<file path="src/rtl/minirv_pkg.sv">
// Shared definitions for the RV32M multiply/divide unit.
//   - FUNCT3_* : RV32M operation encodings carried on funct3
//   - md_state_e : IDLE/CALC/FIX/DONE control states of muldiv_unit
//   - XLEN_DEF / ADDR_W_DEF : default operand and register address widths
//   - helper functions classifying which operands are treated as signed
package minirv_pkg;

    localparam int XLEN_DEF   = 32;
    localparam int ADDR_W_DEF = 5;

    localparam logic [2:0] FUNCT3_MUL    = 3'b000;
    localparam logic [2:0] FUNCT3_MULH   = 3'b001;
    localparam logic [2:0] FUNCT3_MULHSU = 3'b010;
    localparam logic [2:0] FUNCT3_MULHU  = 3'b011;
    localparam logic [2:0] FUNCT3_DIV    = 3'b100;
    localparam logic [2:0] FUNCT3_DIVU   = 3'b101;
    localparam logic [2:0] FUNCT3_REM    = 3'b110;
    localparam logic [2:0] FUNCT3_REMU   = 3'b111;

    typedef enum logic [1:0] {
        IDLE = 2'd0,
        CALC = 2'd1,
        FIX  = 2'd2,
        DONE = 2'd3
    } md_state_e;

    // Operand A is signed for MULH, MULHSU, DIV and REM.
    function automatic logic a_is_signed(input logic [2:0] f);
        return (f == FUNCT3_MULH) || (f == FUNCT3_MULHSU) ||
               (f == FUNCT3_DIV)  || (f == FUNCT3_REM);
    endfunction

    // Operand B is signed for MULH, DIV and REM (MULHSU keeps B unsigned).
    function automatic logic b_is_signed(input logic [2:0] f);
        return (f == FUNCT3_MULH) || (f == FUNCT3_DIV) || (f == FUNCT3_REM);
    endfunction

endpackage

</file>
<file path="src/rtl/negate_32bits.sv">
// Combinational conditional two's-complement negate.
// Ports:
//   val_i  WIDTH  input value
//   neg_i  1      when high, output is -val_i; otherwise val_i passes through
//   res_o  WIDTH  result
// WIDTH defaults to 32; the product sign fix uses a 64-bit instance.
module negate_32bits #(
    parameter int WIDTH = 32
) (
    input  logic [WIDTH-1:0] val_i,
    input  logic             neg_i,
    output logic [WIDTH-1:0] res_o
);

    assign res_o = neg_i ? (~val_i + WIDTH'(1)) : val_i;

endmodule

</file>
<file path="src/rtl/muldiv_unit.sv">
// Iterative RV32M multiply/divide unit feeding the register file write port.
// Ports:
//   clk, rst          clock, synchronous active-high reset
//   start             request, accepted only in IDLE when kill is low
//   funct3            RV32M operation (MUL..REMU)
//   rs1_val, rs2_val  operand A (multiplicand/dividend), operand B
//   dst_addr          destination register for the result
//   kill              abort any in-flight operation (pipeline flush)
//   busy              high from the accepting edge until the write edge
//   rd_data, rd_addr  result and destination, registered
//   reg_write         one-cycle write strobe
// Optional feature macro: MULDIV_EARLY_OUT_EN -- when defined, an operand of
// zero skips CALC and the write strobe appears two edges after acceptance.
// Without it latency is always XLEN+2 edges.
//
// Flow: IDLE -> CALC (XLEN steps on unsigned magnitudes in a 2*XLEN
// accumulator) -> FIX (sign correction, word select, special cases) ->
// DONE -> IDLE. The outputs are registered from DONE, so the strobe is seen
// in the cycle after the DONE->IDLE edge, the same edge busy drops.
module muldiv_unit
    import minirv_pkg::*;
#(
    parameter int XLEN   = XLEN_DEF,
    parameter int ADDR_W = ADDR_W_DEF
) (
    input  logic              clk,
    input  logic              rst,
    input  logic              start,
    input  logic [2:0]        funct3,
    input  logic [XLEN-1:0]   rs1_val,
    input  logic [XLEN-1:0]   rs2_val,
    input  logic [ADDR_W-1:0] dst_addr,
    input  logic              kill,
    output logic              busy,
    output logic [XLEN-1:0]   rd_data,
    output logic [ADDR_W-1:0] rd_addr,
    output logic              reg_write
);

    localparam int CW = $clog2(XLEN);

    md_state_e           state_q, state_d;
    logic [CW-1:0]       count_q, count_d;
    logic [2*XLEN-1:0]   acc_q, acc_d;
    logic [XLEN-1:0]     b_q, b_d;          // multiplicand or divisor magnitude
    logic [XLEN-1:0]     a_raw_q, a_raw_d;  // original A, the REM-by-zero result
    logic [2:0]          f_q, f_d;
    logic [ADDR_W-1:0]   dst_q, dst_d;
    logic                res_neg_q, res_neg_d;
    logic                divzero_q, divzero_d;
    logic                ovf_q, ovf_d;
    logic [XLEN-1:0]     res_q, res_d;
    logic [XLEN-1:0]     rd_data_q, rd_data_d;
    logic [ADDR_W-1:0]   rd_addr_q, rd_addr_d;
    logic                reg_write_q, reg_write_d;

    // Operand magnitudes for the incoming request.
    logic            a_neg, b_neg;
    logic [XLEN-1:0] a_mag, b_mag;

    assign a_neg = a_is_signed(funct3) & rs1_val[XLEN-1];
    assign b_neg = b_is_signed(funct3) & rs2_val[XLEN-1];

    negate_32bits #(.WIDTH(XLEN)) u_neg_a (.val_i(rs1_val), .neg_i(a_neg), .res_o(a_mag));
    negate_32bits #(.WIDTH(XLEN)) u_neg_b (.val_i(rs2_val), .neg_i(b_neg), .res_o(b_mag));

    // One multiply step: add multiplicand into the high half when the
    // multiplier LSB (accumulator bit 0) is set, then shift right.
    logic [XLEN:0]     mul_sum;
    logic [2*XLEN-1:0] mul_step;
    assign mul_sum  = {1'b0, acc_q[2*XLEN-1:XLEN]} + (acc_q[0] ? {1'b0, b_q} : '0);
    assign mul_step = {mul_sum, acc_q[XLEN-1:1]};

    // One restoring divide step. The partial remainder shifted left needs
    // XLEN+1 bits, so the trial subtract takes the top XLEN+1 accumulator
    // bits; the extra MSB of the difference is the borrow.
    logic [XLEN+1:0]   div_diff;
    logic [2*XLEN-1:0] div_step;
    assign div_diff = {1'b0, acc_q[2*XLEN-1:XLEN-1]} - {2'b0, b_q};
    assign div_step = div_diff[XLEN+1] ? {acc_q[2*XLEN-2:0], 1'b0}
                                       : {div_diff[XLEN-1:0], acc_q[XLEN-2:0], 1'b1};

    // Sign correction and result selection. Divide results are zero-extended
    // before the shared 2*XLEN negate; only the low word is used for them.
    logic [2*XLEN-1:0] fix_in, fix_out;
    logic [XLEN-1:0]   fix_res;

    always_comb begin
        fix_in = acc_q;
        if (f_q[2]) begin
            fix_in = f_q[1] ? {{XLEN{1'b0}}, acc_q[2*XLEN-1:XLEN]}
                            : {{XLEN{1'b0}}, acc_q[XLEN-1:0]};
        end
    end

    negate_32bits #(.WIDTH(2*XLEN)) u_neg_res (.val_i(fix_in), .neg_i(res_neg_q), .res_o(fix_out));

    always_comb begin
        if (f_q[2] || (f_q == FUNCT3_MUL)) begin
            fix_res = fix_out[XLEN-1:0];
        end else begin
            fix_res = fix_out[2*XLEN-1:XLEN];
        end
        if (f_q[2] && divzero_q) begin
            fix_res = f_q[1] ? a_raw_q : {XLEN{1'b1}};
        end else if (f_q[2] && ovf_q) begin
            fix_res = f_q[1] ? {XLEN{1'b0}} : {1'b1, {(XLEN-1){1'b0}}};
        end
    end

    always_comb begin
        state_d     = state_q;
        count_d     = count_q;
        acc_d       = acc_q;
        b_d         = b_q;
        a_raw_d     = a_raw_q;
        f_d         = f_q;
        dst_d       = dst_q;
        res_neg_d   = res_neg_q;
        divzero_d   = divzero_q;
        ovf_d       = ovf_q;
        res_d       = res_q;
        rd_data_d   = rd_data_q;
        rd_addr_d   = rd_addr_q;
        reg_write_d = 1'b0;

        case (state_q)
            IDLE: begin
                if (start && !kill) begin
                    state_d   = CALC;
                    count_d   = CW'(XLEN - 1);
                    f_d       = funct3;
                    dst_d     = dst_addr;
                    a_raw_d   = rs1_val;
                    divzero_d = (rs2_val == '0);
                    ovf_d     = ((funct3 == FUNCT3_DIV) || (funct3 == FUNCT3_REM)) &&
                                (rs1_val == {1'b1, {(XLEN-1){1'b0}}}) &&
                                (rs2_val == {XLEN{1'b1}});
                    // Remainder takes the dividend's sign; everything else
                    // takes the xor of the operand signs.
                    res_neg_d = (funct3 == FUNCT3_REM) ? a_neg : (a_neg ^ b_neg);
                    if (funct3[2]) begin
                        acc_d = {{XLEN{1'b0}}, a_mag};
                        b_d   = b_mag;
                    end else begin
                        acc_d = {{XLEN{1'b0}}, b_mag};
                        b_d   = a_mag;
                    end
`ifdef MULDIV_EARLY_OUT_EN
                    // A zero accumulator yields 0 for every multiply and for
                    // 0/B; divide-by-zero is overridden in FIX regardless.
                    if ((rs1_val == '0) || (rs2_val == '0)) begin
                        state_d = FIX;
                        acc_d   = '0;
                    end
`endif
                end
            end
            CALC: begin
                acc_d   = f_q[2] ? div_step : mul_step;
                count_d = count_q - CW'(1);
                if (count_q == '0) begin
                    state_d = FIX;
                end
            end
            FIX: begin
                res_d   = fix_res;
                state_d = DONE;
            end
            DONE: begin
                reg_write_d = 1'b1;
                rd_data_d   = res_q;
                rd_addr_d   = dst_q;
                state_d     = IDLE;
            end
            default: state_d = IDLE;
        endcase

        // A flush anywhere past IDLE abandons the op, including its write.
        if (kill && (state_q != IDLE)) begin
            state_d     = IDLE;
            reg_write_d = 1'b0;
            rd_data_d   = rd_data_q;
            rd_addr_d   = rd_addr_q;
        end
    end

    always_ff @(posedge clk) begin
        if (rst) begin
            state_q     <= IDLE;
            count_q     <= '0;
            acc_q       <= '0;
            b_q         <= '0;
            a_raw_q     <= '0;
            f_q         <= '0;
            dst_q       <= '0;
            res_neg_q   <= 1'b0;
            divzero_q   <= 1'b0;
            ovf_q       <= 1'b0;
            res_q       <= '0;
            rd_data_q   <= '0;
            rd_addr_q   <= '0;
            reg_write_q <= 1'b0;
        end else begin
            state_q     <= state_d;
            count_q     <= count_d;
            acc_q       <= acc_d;
            b_q         <= b_d;
            a_raw_q     <= a_raw_d;
            f_q         <= f_d;
            dst_q       <= dst_d;
            res_neg_q   <= res_neg_d;
            divzero_q   <= divzero_d;
            ovf_q       <= ovf_d;
            res_q       <= res_d;
            rd_data_q   <= rd_data_d;
            rd_addr_q   <= rd_addr_d;
            reg_write_q <= reg_write_d;
        end
    end

    assign busy      = (state_q != IDLE);
    assign rd_data   = rd_data_q;
    assign rd_addr   = rd_addr_q;
    assign reg_write = reg_write_q;

endmodule

</file>
<file path="config.mk">
export PLATFORM = sky130hd
export DESIGN_NAME = muldiv_unit
export DESIGN_NICKNAME = d
export VERILOG_FILES = /design/src/rtl/minirv_pkg.sv /design/src/rtl/negate_32bits.sv /design/src/rtl/muldiv_unit.sv
export SDC_FILE = /design/constraint.sdc
export NUM_CORES = 1
export LEC_CHECK = 0
export CORE_ASPECT_RATIO = 1.25
export CORE_UTILIZATION = 45
export DETAILED_ROUTE_END_ITERATION = 10
export PLACE_DENSITY = 0.68
export SLEW_MARGIN = 20
export SYNTH_ARGS = -nofsm -noshare
export SYNTH_HDL_FRONTEND = slang
export SYNTH_HIERARCHICAL = 1
export SYNTH_SLANG_ARGS = --single-unit
</file>
<file path="constraint.sdc">
create_clock -name clk -period 6.2 [get_ports clk]
set_input_delay 0.62 -clock clk [delete_from_list [all_inputs] [get_ports clk]]
set_output_delay 0.62 -clock clk [all_outputs]
set_load 0.01 [all_outputs]
</file>
Word level (Yosys, flattened, before mapping):

Index checks and enable logic that the tools add are counted.

* $add $sub $neg: 6
* mux-type cells: 24
* bitwise logic cells: 7
* reductions and logical operators: 25
* eq/ne operators: 11

Operator list (count)
* $mux W32: 11
* $mux W64: 5
* $pmux W64 S2: 1
* $add A32 B1 Y32 const B: 2
* $add A64 B1 Y64 const B: 1
* $eq A32 B32 Y1 const B: 2
* $not A32 Y32: 2
* $not A64 Y64: 1
* $sub A33 B32 Y34: 1
* $add A32 B32 Y33: 1
* $logic_not A32 Y1: 1
* $pmux W5 S2: 1
* $pmux W2 S4: 1
* $reduce_and A2 Y1: 4
* $logic_or A1 B1 Y1: 7
* $eq A3 B3 Y1 const B: 2
* $logic_and A1 B1 Y1: 6
* $logic_not A5 Y1: 1
* $mux W5: 1
* $sub A5 B1 Y5 const B: 1
* $eq A2 B2 Y1 const B: 2
* $mux W2: 2
* $ne A2 B2 Y1 const B: 2
* $reduce_bool A2 Y1: 2
* other kinds (11): 13

* input port bits: 76
* word-level logic and storage cells: 87
* register bits: 216
* output and inout bits: 39

Longest topological paths before layout:

* word-level depth: 9
* mapped depth: 16
* mapped depth without buffers: 14

Cells and area by module:

Netlist, hierarchy kept.

Modules (own cells, without submodules)
* muldiv_unit: area an instance 14297.5 um^2, instances 1, seq. area each 4324.1 um^2, cells each 1839
* negate_32bits at u_neg_res: area an instance 1649.1 um^2, instances 1, seq. area each 0.0 um^2, cells each 206
* negate_32bits at u_neg_a ...: area an instance 777.0 um^2, instances 2, seq. area each 0.0 um^2, cells each 99

Worst setup path before layout:

Ideal clock, no wire load.

* path type: register to register
* from: register f_q[2]
* to: register res_q[31]
* data required time: 6.068 ns
* buffers on the path: 2
* clock period less this slack: 3.728 ns
* library setup time: 0.132 ns
* data arrival time: 3.596 ns
* stages on the path, launching flop included: 15
* path slack: 2.472 ns
* cells stage by stage: dfxtp_1 -> clkbuf_1 -> nand2_1 -> clkbuf_1 -> mux2_2 -> or4_2 -> nor3_1 -> nand3_2 -> o31ai_1 -> xnor2_1 -> mux2i_1 -> nor2b_1 -> a31oi_1 -> o211ai_1 -> a21oi_1

* word-level cells in the longest chain between the ends: 7
* elaborated cells between the ends (all ways): 11
* those cells by class: add/sub: 1; mux: 5; bitwise: 1; reduce/logical: 4

Ends and longest elaborated chain
* from (decl): line muldiv_unit.sv:47 `logic [2:0] f_q, f_d;`
* from (signal assigned): line muldiv_unit.sv:195 `f_q <= '0;`
* from (signal assigned): line muldiv_unit.sv:210 `f_q <= f_d;`
* $mux W64: line muldiv_unit.sv:90 `if (f_q[2]) begin`
* net fix_in[30]: line muldiv_unit.sv:85 `logic [2*XLEN-1:0] fix_in, fix_out;`
* $not A64 Y64: line negate_32bits.sv:15 `assign res_o = neg_i ? (~val_i + WIDTH'(1)) : val_i;`
* $add A64 B1 Y64: line negate_32bits.sv:15
* $mux W64: line negate_32bits.sv:15
* net fix_out[63]: line muldiv_unit.sv:85
* $mux W32: line muldiv_unit.sv:99 `if (f_q[2] || (f_q == FUNCT3_MUL)) begin`
* $mux W32: line muldiv_unit.sv:106 `end else if (f_q[2] && ovf_q) begin`
* $mux W32: line muldiv_unit.sv:104 `if (f_q[2] && divzero_q) begin`
* to (signal assigned): line muldiv_unit.sv:215 `res_q <= res_d;`
* to (decl): line muldiv_unit.sv:52 `logic [XLEN-1:0] res_q, res_d;`

The timed path passes the listed nets, and every way through them passes these cells.
A chain may end at the register's enable or synchronous reset.

Final worst setup path:

* from: register f_q[1]
* to: register res_q[13]

* word-level cells in the longest chain between the ends: 8
* elaborated cells between the ends (all ways): 11
* those cells by class: add/sub: 1; mux: 7; bitwise: 1; reduce/logical: 2

Ends and longest elaborated chain
* $mux W32: line muldiv_unit.sv:91 `fix_in = f_q[1] ? {{XLEN{1'b0}}, acc_q[2*XLEN-1:XLEN]}`
* $mux W64: line muldiv_unit.sv:90
* net fix_in[4]: line muldiv_unit.sv:85
* $not A64 Y64: line negate_32bits.sv:15
* $add A64 B1 Y64: line negate_32bits.sv:15
* $mux W64: line negate_32bits.sv:15
* net fix_out[45]: line muldiv_unit.sv:85
* $mux W32: line muldiv_unit.sv:99
* $mux W32: line muldiv_unit.sv:106
* $mux W32: line muldiv_unit.sv:104

The timed path passes the listed nets, and every way through them passes these cells.

==> impl_metrics.ini <==
[status]
outcome = finished, final reports clean

[drt]
num_vias = 16965
wl_per_cell_um = 21.9
route.detailed.drc = 0
ant_nets = 0
viasPerCell = 6.14
drt_iter0_markers = 1306
drt_first_pass_iters = 5
wl_mm = 60.4

[setup_path]
path_delay_family = simple AND/OR/NAND/NOR gates
crit-reg2reg-launch = f_q[1]$_SDFFE_PP0P_
required_ns = 6.67
r2r_cells = 12
crit_arrival_ns = 4.94
r2r-end = res_q[13]$_SDFFE_PP0P_
crit_chain = nand2_1 > buf_4 > mux2_2 > or4_4 > nor3_2 > nand4_4 > o41ai_2 > xnor2_1 > mux2i_1 > o221ai_1 > o21ai_0 > nor2_1
startpoint_type = flip-flop
regToRegSetupSlack_ns = 1.73
cpPeakStageDelay_ns = 0.92
critPathBufInv = 1
cp-end-kind = flip-flop
cp.depth = 12
worstSetupPathType = flip-flop to flip-flop
crit_fanout = 37
worst_path_max_delay_cell = dfxtp_1

[sta]
fmax_mhz = 224
tightest_slew_ns = 1.17
setup_tns_ns = 0
relSlewSlack_pct = 22.0
min_period_ns = 4.47
setup_viol = 0
rsz0062_at_grt = no
period_share_pct = 72.1
slew_violations = 0
skew_ns = 0.0156
hold_viol = 0

[power_and_ir_drop]
leakage_nw = 7.24
vdd_drop_max_v = 0.000260
powerDensity_nw_per_um2 = 311

[logic_synthesis]
async_reset_ff_share_pct = 0
ys_types = 91
synthFlopType = dfxtp_1
synth_area_leader_cell = dfxtp_1
yosysSeqAreaShare_pct = 24.7
yosysWarnings = 6
synth_top_area_share_pct = 24.7
yosys-top-cells-area = dfxtp_1 25%, xnor2_1 7.7%, mux2i_1 6.5%, nand2_1 5.7%, a21oi_1 5.5%
syn_area_um2 = 17500
avgSynthCellArea_um2 = 7.80
syn_inst = 2243
syn-num-nets = 2394
synth_seq_cells = 216
synth_edf_count = 0

[place]
portBuffers = 114
place_congestion = 0.997
dpl.hpwl_mm = 46.2

[clock_tree]
ctsHoldBuffers = 0
cts_buffers = 24
postCtsResizedCells = 0
cts_tree = done
clock_latency_ns = 0.54
clkTransAtPathRegs_ns = 0.06
cts_sinks = 216
htreeDepth = 1
post-cts-setup-buffers = 0
cts_root_buf = clkbuf_16
clockBufferDepth = 3

[layout]
final_core_util_pct = 51.6
syn_to_final_growth_pct = 12.8
final_common_cell = nand2_1
mostFrequentLayoutCells = 267 x nand2_1, 214 x dfxtp_1, 190 x a21oi_1
fillers = 3738
num-nets-final = 2409
layout-drive-gt1-share_pct = 7.57

[floorplanning]
dieArea_um2 = 39700
die_w_um = 178
start_util_pct = 45.8
rows = 80
die_y_um = 222
ios = 115
core_area_um2 = 38200

[grt]
gr-total-overflow = 0
grt_pass1_vias = 16178
grt_pass1_wl_mm = 93.4
grt_max_degree = 108
antenna_found_initial = 0
track_usage_pct = 30.3

[worst_hold_path]
holdCritStartpoint = res_q[12]$_SDFFE_PP0P_
hold_class = flip-flop to flip-flop
hold_end = rd_data[12]$_SDFFE_PP0P_
worstHoldPathCells = 2

[run]
maxCapViolCount = 0
==> layer usage <==
metal | GRT usage (%) | routed length, um | vias up
li1 | - | - | 8147
met1 | 36.2 | 24200 | 8072
met2 | 51.4 | 28900 | 572
met3 | 3.42 | 3160 | 174
met4 | 18.5 | 4100 | 0
met5 | 0 | 0 | -
==> sequential cells by signal, indices dropped and copies added, names as in the netlist, 2 cells and up <==
| signal | flops |
|---|---|
| b_q | 32 |
| dst_q | 5 |
| f_q | 3 |
| a_raw_q | 32 |
| state_q | 2 |
| rd_addr | 5 |
| acc_q | 64 |
| rd_data | 32 |
| res_q | 32 |
| count_q | 5 |
==> metrics by stage <==
stage	power (W)	hold slack [ns]	area [um2]	setup WS (ns)	cells
after floorplan	0.00374	0.428	17500	2.47	2243
after global routing	0.00645	0.471	19700	1.38	2763
final	0.00614	0.447	19700	1.73	2764
after detailed placement	0.00453	0.447	18800	1.83	2723
after global placement	0.00449	0.440	18800	1.93	2723
after CTS	0.00611	0.455	19700	1.81	2762
==> worst reg2reg max path: stages (launching register included) <==
cell	delay [ns]
dfxtp_1	0.92
nand2_1	0.12
buf_4	0.31
mux2_2	0.38
or4_4	0.58
nor3_2	0.43
nand4_4	0.37
o41ai_2	0.47
xnor2_1	0.18
mux2i_1	0.13
o221ai_1	0.26
o21ai_0	0.15
nor2_1	0.11
==> report_power, final <==
group	internal (W)	switching [W]
logic	0.00101	0.00169
registers	0.00159	0.000280
clock network	0.000981	0.000592
total	0.00358	0.00256
==> synthesized netlist by cell type (69+ instances only) <==
library cell  number
o21ai_0          130
ha_1              73
clkbuf_1         110
a21oi_1          191
mux2i_1          114
nand2_1          268
xnor2_1          154
nor2b_1           99
nor2_1           170
inv_1             69
dfxtp_1          216
a211oi_1         104
==> cell type report <==
type | count | area (um2) | share of cell area, %
multi-input cells | 1813 | 12400 | 62.7
flip-flops and latches | 216 | 4330 | 21.9
repair buffers | 133 | 1300 | 6.60
clock buffers | 32 | 692 | 3.50
well taps | 492 | 616 | 3.12
inverters | 70 | 263 | 1.33
clock inverters | 7 | 160 | 0.811
diodes | 1 | 2.50 | 0.0127
==> cells by family (layout without fill, tap and decap cells) <==
logic type | after synthesis | after routing | share of synthesized area [%]
flip-flops | 216 | 216 | 24.7
AO/OA/AOI/OAI | 658 | 658 | 25.1
multiplexers | 147 | 147 | 8.67
AND/OR/NAND/NOR | 761 | 761 | 22.5
buffers and inverters | 214 | 242 | 4.91
other | 0 | 1 | 0
adder cells (fa/ha/maj) | 75 | 75 | 5.45
XOR/XNOR | 172 | 172 | 8.61
==> how the worst max path moves through the flow <==
| stage | startpoint | to | slack (ns) |
|---|---|---|---|
| after floorplan | f_q[2]$_SDFFE_PP0P_ | res_q[31]$_SDFFE_PP0P_ | 2.47 |
| after global placement | f_q[1]$_SDFFE_PP0P_ | res_q[31]$_SDFFE_PP0P_ | 1.93 |
| after detailed placement | f_q[1]$_SDFFE_PP0P_ | res_q[13]$_SDFFE_PP0P_ | 1.83 |
| after CTS | f_q[1]$_SDFFE_PP0P_ | res_q[13]$_SDFFE_PP0P_ | 1.81 |
| after global routing | f_q[1]$_SDFFE_PP0P_ | res_q[31]$_SDFFE_PP0P_ | 1.38 |
| final | f_q[1]$_SDFFE_PP0P_ | res_q[13]$_SDFFE_PP0P_ | 1.73 |
Note: power is estimated with default switching activity, not from simulation.
==> RTL change 1: new RTL, config.mk and constraints unchanged <==
Add a define of `MULDIV_EARLY_OUT_EN`.
--- a/src/rtl/muldiv_unit.sv
+++ b/src/rtl/muldiv_unit.sv
@@ -17,6 +17,8 @@
 // accumulator) -> FIX (sign correction, word select, special cases) ->
 // DONE -> IDLE. The outputs are registered from DONE, so the strobe is seen
 // in the cycle after the DONE->IDLE edge, the same edge busy drops.
+`define MULDIV_EARLY_OUT_EN
+
 module muldiv_unit
     import minirv_pkg::*;
 #(
Behaviour: not the same (a bounded check fails within 4 cycles, from zero or initial values and one cycle with rst high).
==> RTL change 1 against the original RTL <==
Total power decreased by 2.5%. Synthesized cell count up 0.27%. Clock power shrank 6%. Utilization shrank 0.59 points. Final area increased by 0.87%. Area after synthesis grew 1.6%. Sequential cell count is the same. Worst setup slack lost 0.41 ns. Wire length up 0.82%.
==> RTL change 1: results (changes against the original RTL) <==
* Met3 wire len at 3366 µm (+6.7%)
* Cell area after layout at 19920 µm² (+0.87%)
* Clock latency at the later pin of the worst-skew pair at 0.56 ns (+0.02 ns)
* Metal2 WL at 28990 µm (+0.17%)
* Worst reg2reg setup slack at 1.33 ns (-0.41 ns)
* Placed Instance Area at 19110 µm² (+1.4%)
* Worst Hold Path EP: res_neg_q$_SDFFE_PP0P_
* M1 GR Usage at 0.3480 (-0.01351)
* Pleak at 0.007399 µW (+2.2%)
* Status: finished, final reports clean
* Synth cell count leaders: nand2_1, dfxtp_1, a21oi_1, nor2_1, xnor2_1
* Synth cell types at 102 (+12%)
* Layout cells sized above 1 at 0.08070 (+0.004964)
* Leading post-synthesis cells by cell area: dfxtp_1, mux2i_1, xnor2_1
* Detail Placement HPWL at 45920 µm (-0.60%)
* Worst R2R Path Depth at 13 (+1)
* Sequential share of the synthesized area at 0.2433 (-0.003775)
* Routed metal-1 wirelength at 24420 µm (+0.73%)
* Vias in the first global route at 16.52k (+2.1%)
* Sw power at 2555 µW (-0.37%)
* Worst slew pin tran at 1.090 ns (-0.07692 ns)
* Hold Slack at 0.4492 ns (+0.001756 ns)
* Avg Cell Area, Syn at 7.902 µm² (+1.3%)
* RR Endpoint: res_q[31]$_SDFFE_PP0P_
* Arr. time, crit path at 5.27 ns (+0.33 ns)
* Detailed-route vias per instance at 6.161 (+0.37%)
* Global placement routability congestion at 1.018 (+2.0%)
* Switch share at 0.4265 (+0.009077)
* Place WS at 1.419 ns (-0.4147 ns)
* Final Non-Filler Cells at 2778 (+0.51%)
-- RTL change 1: critical path, stage by stage (launching register included) --
cell and delay (ns):
dfxtp_1 0.95, nand2_1 0.55, buf_4 0.39, mux2_2 0.34, or4_4 0.58, nor3_2 0.39, nand4_4 0.34, o31ai_1 0.39
xnor2_1 0.10, mux2i_1 0.18, nor2b_1 0.15, a31oi_1 0.05, o211ai_1 0.21, a21oi_1 0.08
-- RTL change 1: cells by family after synthesis --
family,share of synthesized area
AOI/OAI and AO/OA,0.2480
xor gates and xnor gates,0.08329
adders and majority gates,0.05365
buffers and inverters,0.04907
DFF,0.2433
muxes,0.09814
and+or+nand+nor,0.2246
-- RTL change 1: area by class of cell --
cell class | count | share of cell area
repair buffers | 132 | 0.06400
inverters | 69 | 0.01300
flip-flops and latches | 216 | 0.2174
clock inverters | 15 | 0.009296
clock buffers | 26 | 0.03046
multi-input cells | 1822 | 0.6346
well taps | 498 | 0.03128
-- RTL change 1: how the worst max path moves through the flow --
stage	slack [ns]	from	cells after the start	to
floorplan	2.56	f_q[2]$_SDFFE_PP0P_	14	res_q[31]$_SDFFE_PP0P_
global placement	1.48	f_q[1]$_SDFFE_PP0P_	13	res_q[31]$_SDFFE_PP0P_
detailed placement	1.42	f_q[1]$_SDFFE_PP0P_	13	res_q[31]$_SDFFE_PP0P_
CTS	1.40	f_q[1]$_SDFFE_PP0P_	13	res_q[31]$_SDFFE_PP0P_
global route	0.93	f_q[1]$_SDFFE_PP0P_	13	res_q[31]$_SDFFE_PP0P_
finish	1.33	f_q[1]$_SDFFE_PP0P_	13	res_q[31]$_SDFFE_PP0P_
==> RTL change 2: new RTL, same settings <==
Without the edit above. Put one more register stage on the output `rd_addr`. The value now appears one clock later. The other outputs are not delayed to match. Comments in the files are not updated.
--- a/src/rtl/muldiv_unit.sv
+++ b/src/rtl/muldiv_unit.sv
@@ -221,7 +221,9 @@
 
     assign busy      = (state_q != IDLE);
     assign rd_data   = rd_data_q;
-    assign rd_addr   = rd_addr_q;
+    always_ff @(posedge clk) begin
+        rd_addr <= rd_addr_q;
+    end
     assign reg_write = reg_write_q;
 
 endmodule
Function: no difference found for any inputs over 10 cycles, from zero or initial values and one cycle with rst high; that may be too few to reach the edited logic, so the function may still have changed.
==> RTL change 2 against the original RTL <==
Sequential cell count increased by 5. Hold slack lost 0.091 ns. Via count up 0.34%. Critical path type unchanged. Clock skew is 0.00057 ns higher. Wire length is 0.39% lower. Worst setup slack better by 0.29 ns. Area after synthesis up 0.63%. Final area hardly changed. Clock power is 10% lower. Largest cell class unchanged. First-iteration DRC count rose by 7.4%. Critical path depth up 2. Total power down 4.0%.
==> RTL change 2: results (changes against the original RTL) <==
* Status: finished, final reports clean
* Met3 wire len at 3343 µm (+6.0%)
* Sequential share of the synthesized area at 0.2512 (+0.004139)
* Post-cts repair resize count at 0 (unchanged)
* DR pass1 iterations at 6 (+1)
* DR iter-0 viols at 1402 (+7.4%)
* Place WS at 2.119 ns (+0.2850 ns)
* Total GRT Usage at 0.2993 (-0.003628)
* Clk_skew at 0.01612 ns (+0.0005689 ns)
* Ant. Diodes at 0 (-1)
* Root Driver: clkbuf_16
* Synth cell count leaders: nand2_1, dfxtp_1, a21oi_1
* Nets at 2415 (+0.25%)
* Arr. time, crit path at 4.55 ns (-0.39 ns)
* CTS Buf Count at 23 (-4.2%)
* Largest net degree at the start of global routing at 103 (-4.6%)
* Vias at 17.02k (+0.34%)
* Worst slew pin tran at 1.105 ns (-0.06247 ns)
* CP max FO at 36 (-2.7%)
* Detail Placement HPWL at 45510 µm (-1.5%)
* Pleak at 0.007400 µW (+2.2%)
* Routed metal-1 wirelength at 24220 µm (-0.10%)
* Layout cells sized above 1 at 0.07422 (-0.001517)
* Leading post-synthesis cells by cell area: dfxtp_1, xnor2_1, mux2i_1
* Switch share at 0.4238 (+0.006310)
* Peak VDD IR at 0.3019 mV (+16%)
* Global placement routability congestion at 0.9892 (-0.80%)
* Global-route wire length before repair at 93060 µm (-0.40%)
* Synth cell types at 88 (-3.3%)
* Vias in the first global route at 16.43k (+1.5%)
* DRT Wirelength at 60200 µm (-0.39%)
==> RTL change 2: cell count changes after synthesis, sizes merged, moves of 6 or more <==
cell / unedited run / this run
a211oi: 105 / 111
nand2: 268 / 249
mux2i: 114 / 104
nor2b: 99 / 105
a21o: 23 / 32
nand2b: 15 / 22
o21ai: 143 / 128
inv: 69 / 63
==> RTL change 2: final timing paths <==
kind | to | slack (ns) | cells after the start | from
worst max-delay path | res_q[31]$_SDFFE_PP0P_ | 2.02 | 14 | f_q[1]$_SDFFE_PP0P_
worst max register to register | res_q[31]$_SDFFE_PP0P_ | 2.02 | 14 | f_q[1]$_SDFFE_PP0P_
worst min register to register | rd_addr[2]$_DFF_P_ | 0.36 | 0 | rd_addr_q[2]$_SDFFE_PP0P_
worst min-delay path | rd_addr[2]$_DFF_P_ | 0.36 | 0 | rd_addr_q[2]$_SDFFE_PP0P_
==> RTL change 2: final cells by class <==
type | count | area [µm²]
inverter | 65 | 244.0
sequential | 221 | 4429
multi-input combinational | 1817 | 12420
fill | 3679 | 18590
timing repair buffer | 136 | 1305
clock inverter | 8 | 91.34
tap | 492 | 615.6
clock buffer | 30 | 641.9
==> RTL change 2: per-stage QoR <==
step / instances / area [µm²]
after global placement: 2731 / 19020
after global routing: 2769 / 19750
after floorplan: 2245 / 17610
after detailed placement: 2731 / 19020
after CTS: 2769 / 19750
final: 2769 / 19750
==> RTL change 2: cells by family (layout without fill, tap and decap cells) <==
family / Yosys count / after routing / share of synthesized area
DFF: 221 / 221 / 0.2512
AOI/OAI and AO/OA: 666 / 666 / 0.2558
muxes: 136 / 136 / 0.07957
xor gates and xnor gates: 171 / 171 / 0.08504
and+or+nand+nor: 769 / 769 / 0.2284
buffers and inverters: 207 / 239 / 0.04590
adders and majority gates: 75 / 75 / 0.05414
==> RTL change 2: critical path, stage by stage (launching register included) <==
cell and delay [ns]:
dfxtp_1 0.30, buf_4 0.22, nand2_1 0.10, buf_4 0.39, mux2_2 0.43, or4_4 0.60, nor4_4 0.41, nand4_4 0.31
o31ai_1 0.39, xnor2_1 0.11, mux2i_1 0.20, nor2b_1 0.18, a31oi_1 0.07, o211ai_1 0.22, a21oi_1 0.08
==> RTL change 2: routing by layer <==
| metal | vias up | track usage |
|---|---|---|
| li1 | 8170 | - |
| met1 | 8101 | 0.3624 |
| met2 | 588 | 0.5085 |
| met3 | 164 | 0.03289 |
| met4 | 0 | 0.1689 |
| met5 | - | 0 |
==> RTL change 2: power by group through the flow <==
| stage | Combinational (µW) | Sequential, µW | Clock [µW] |
|---|---|---|---|
| final | 2630 | 1850 | 1410 |
| after global routing | 2860 | 1870 | 1480 |
| after CTS | 2590 | 1850 | 1430 |
| after detailed placement | 2570 | 1880 | 0 |
| after global placement | 2540 | 1880 | 0 |
| after floorplan | 1970 | 1750 | 0 |
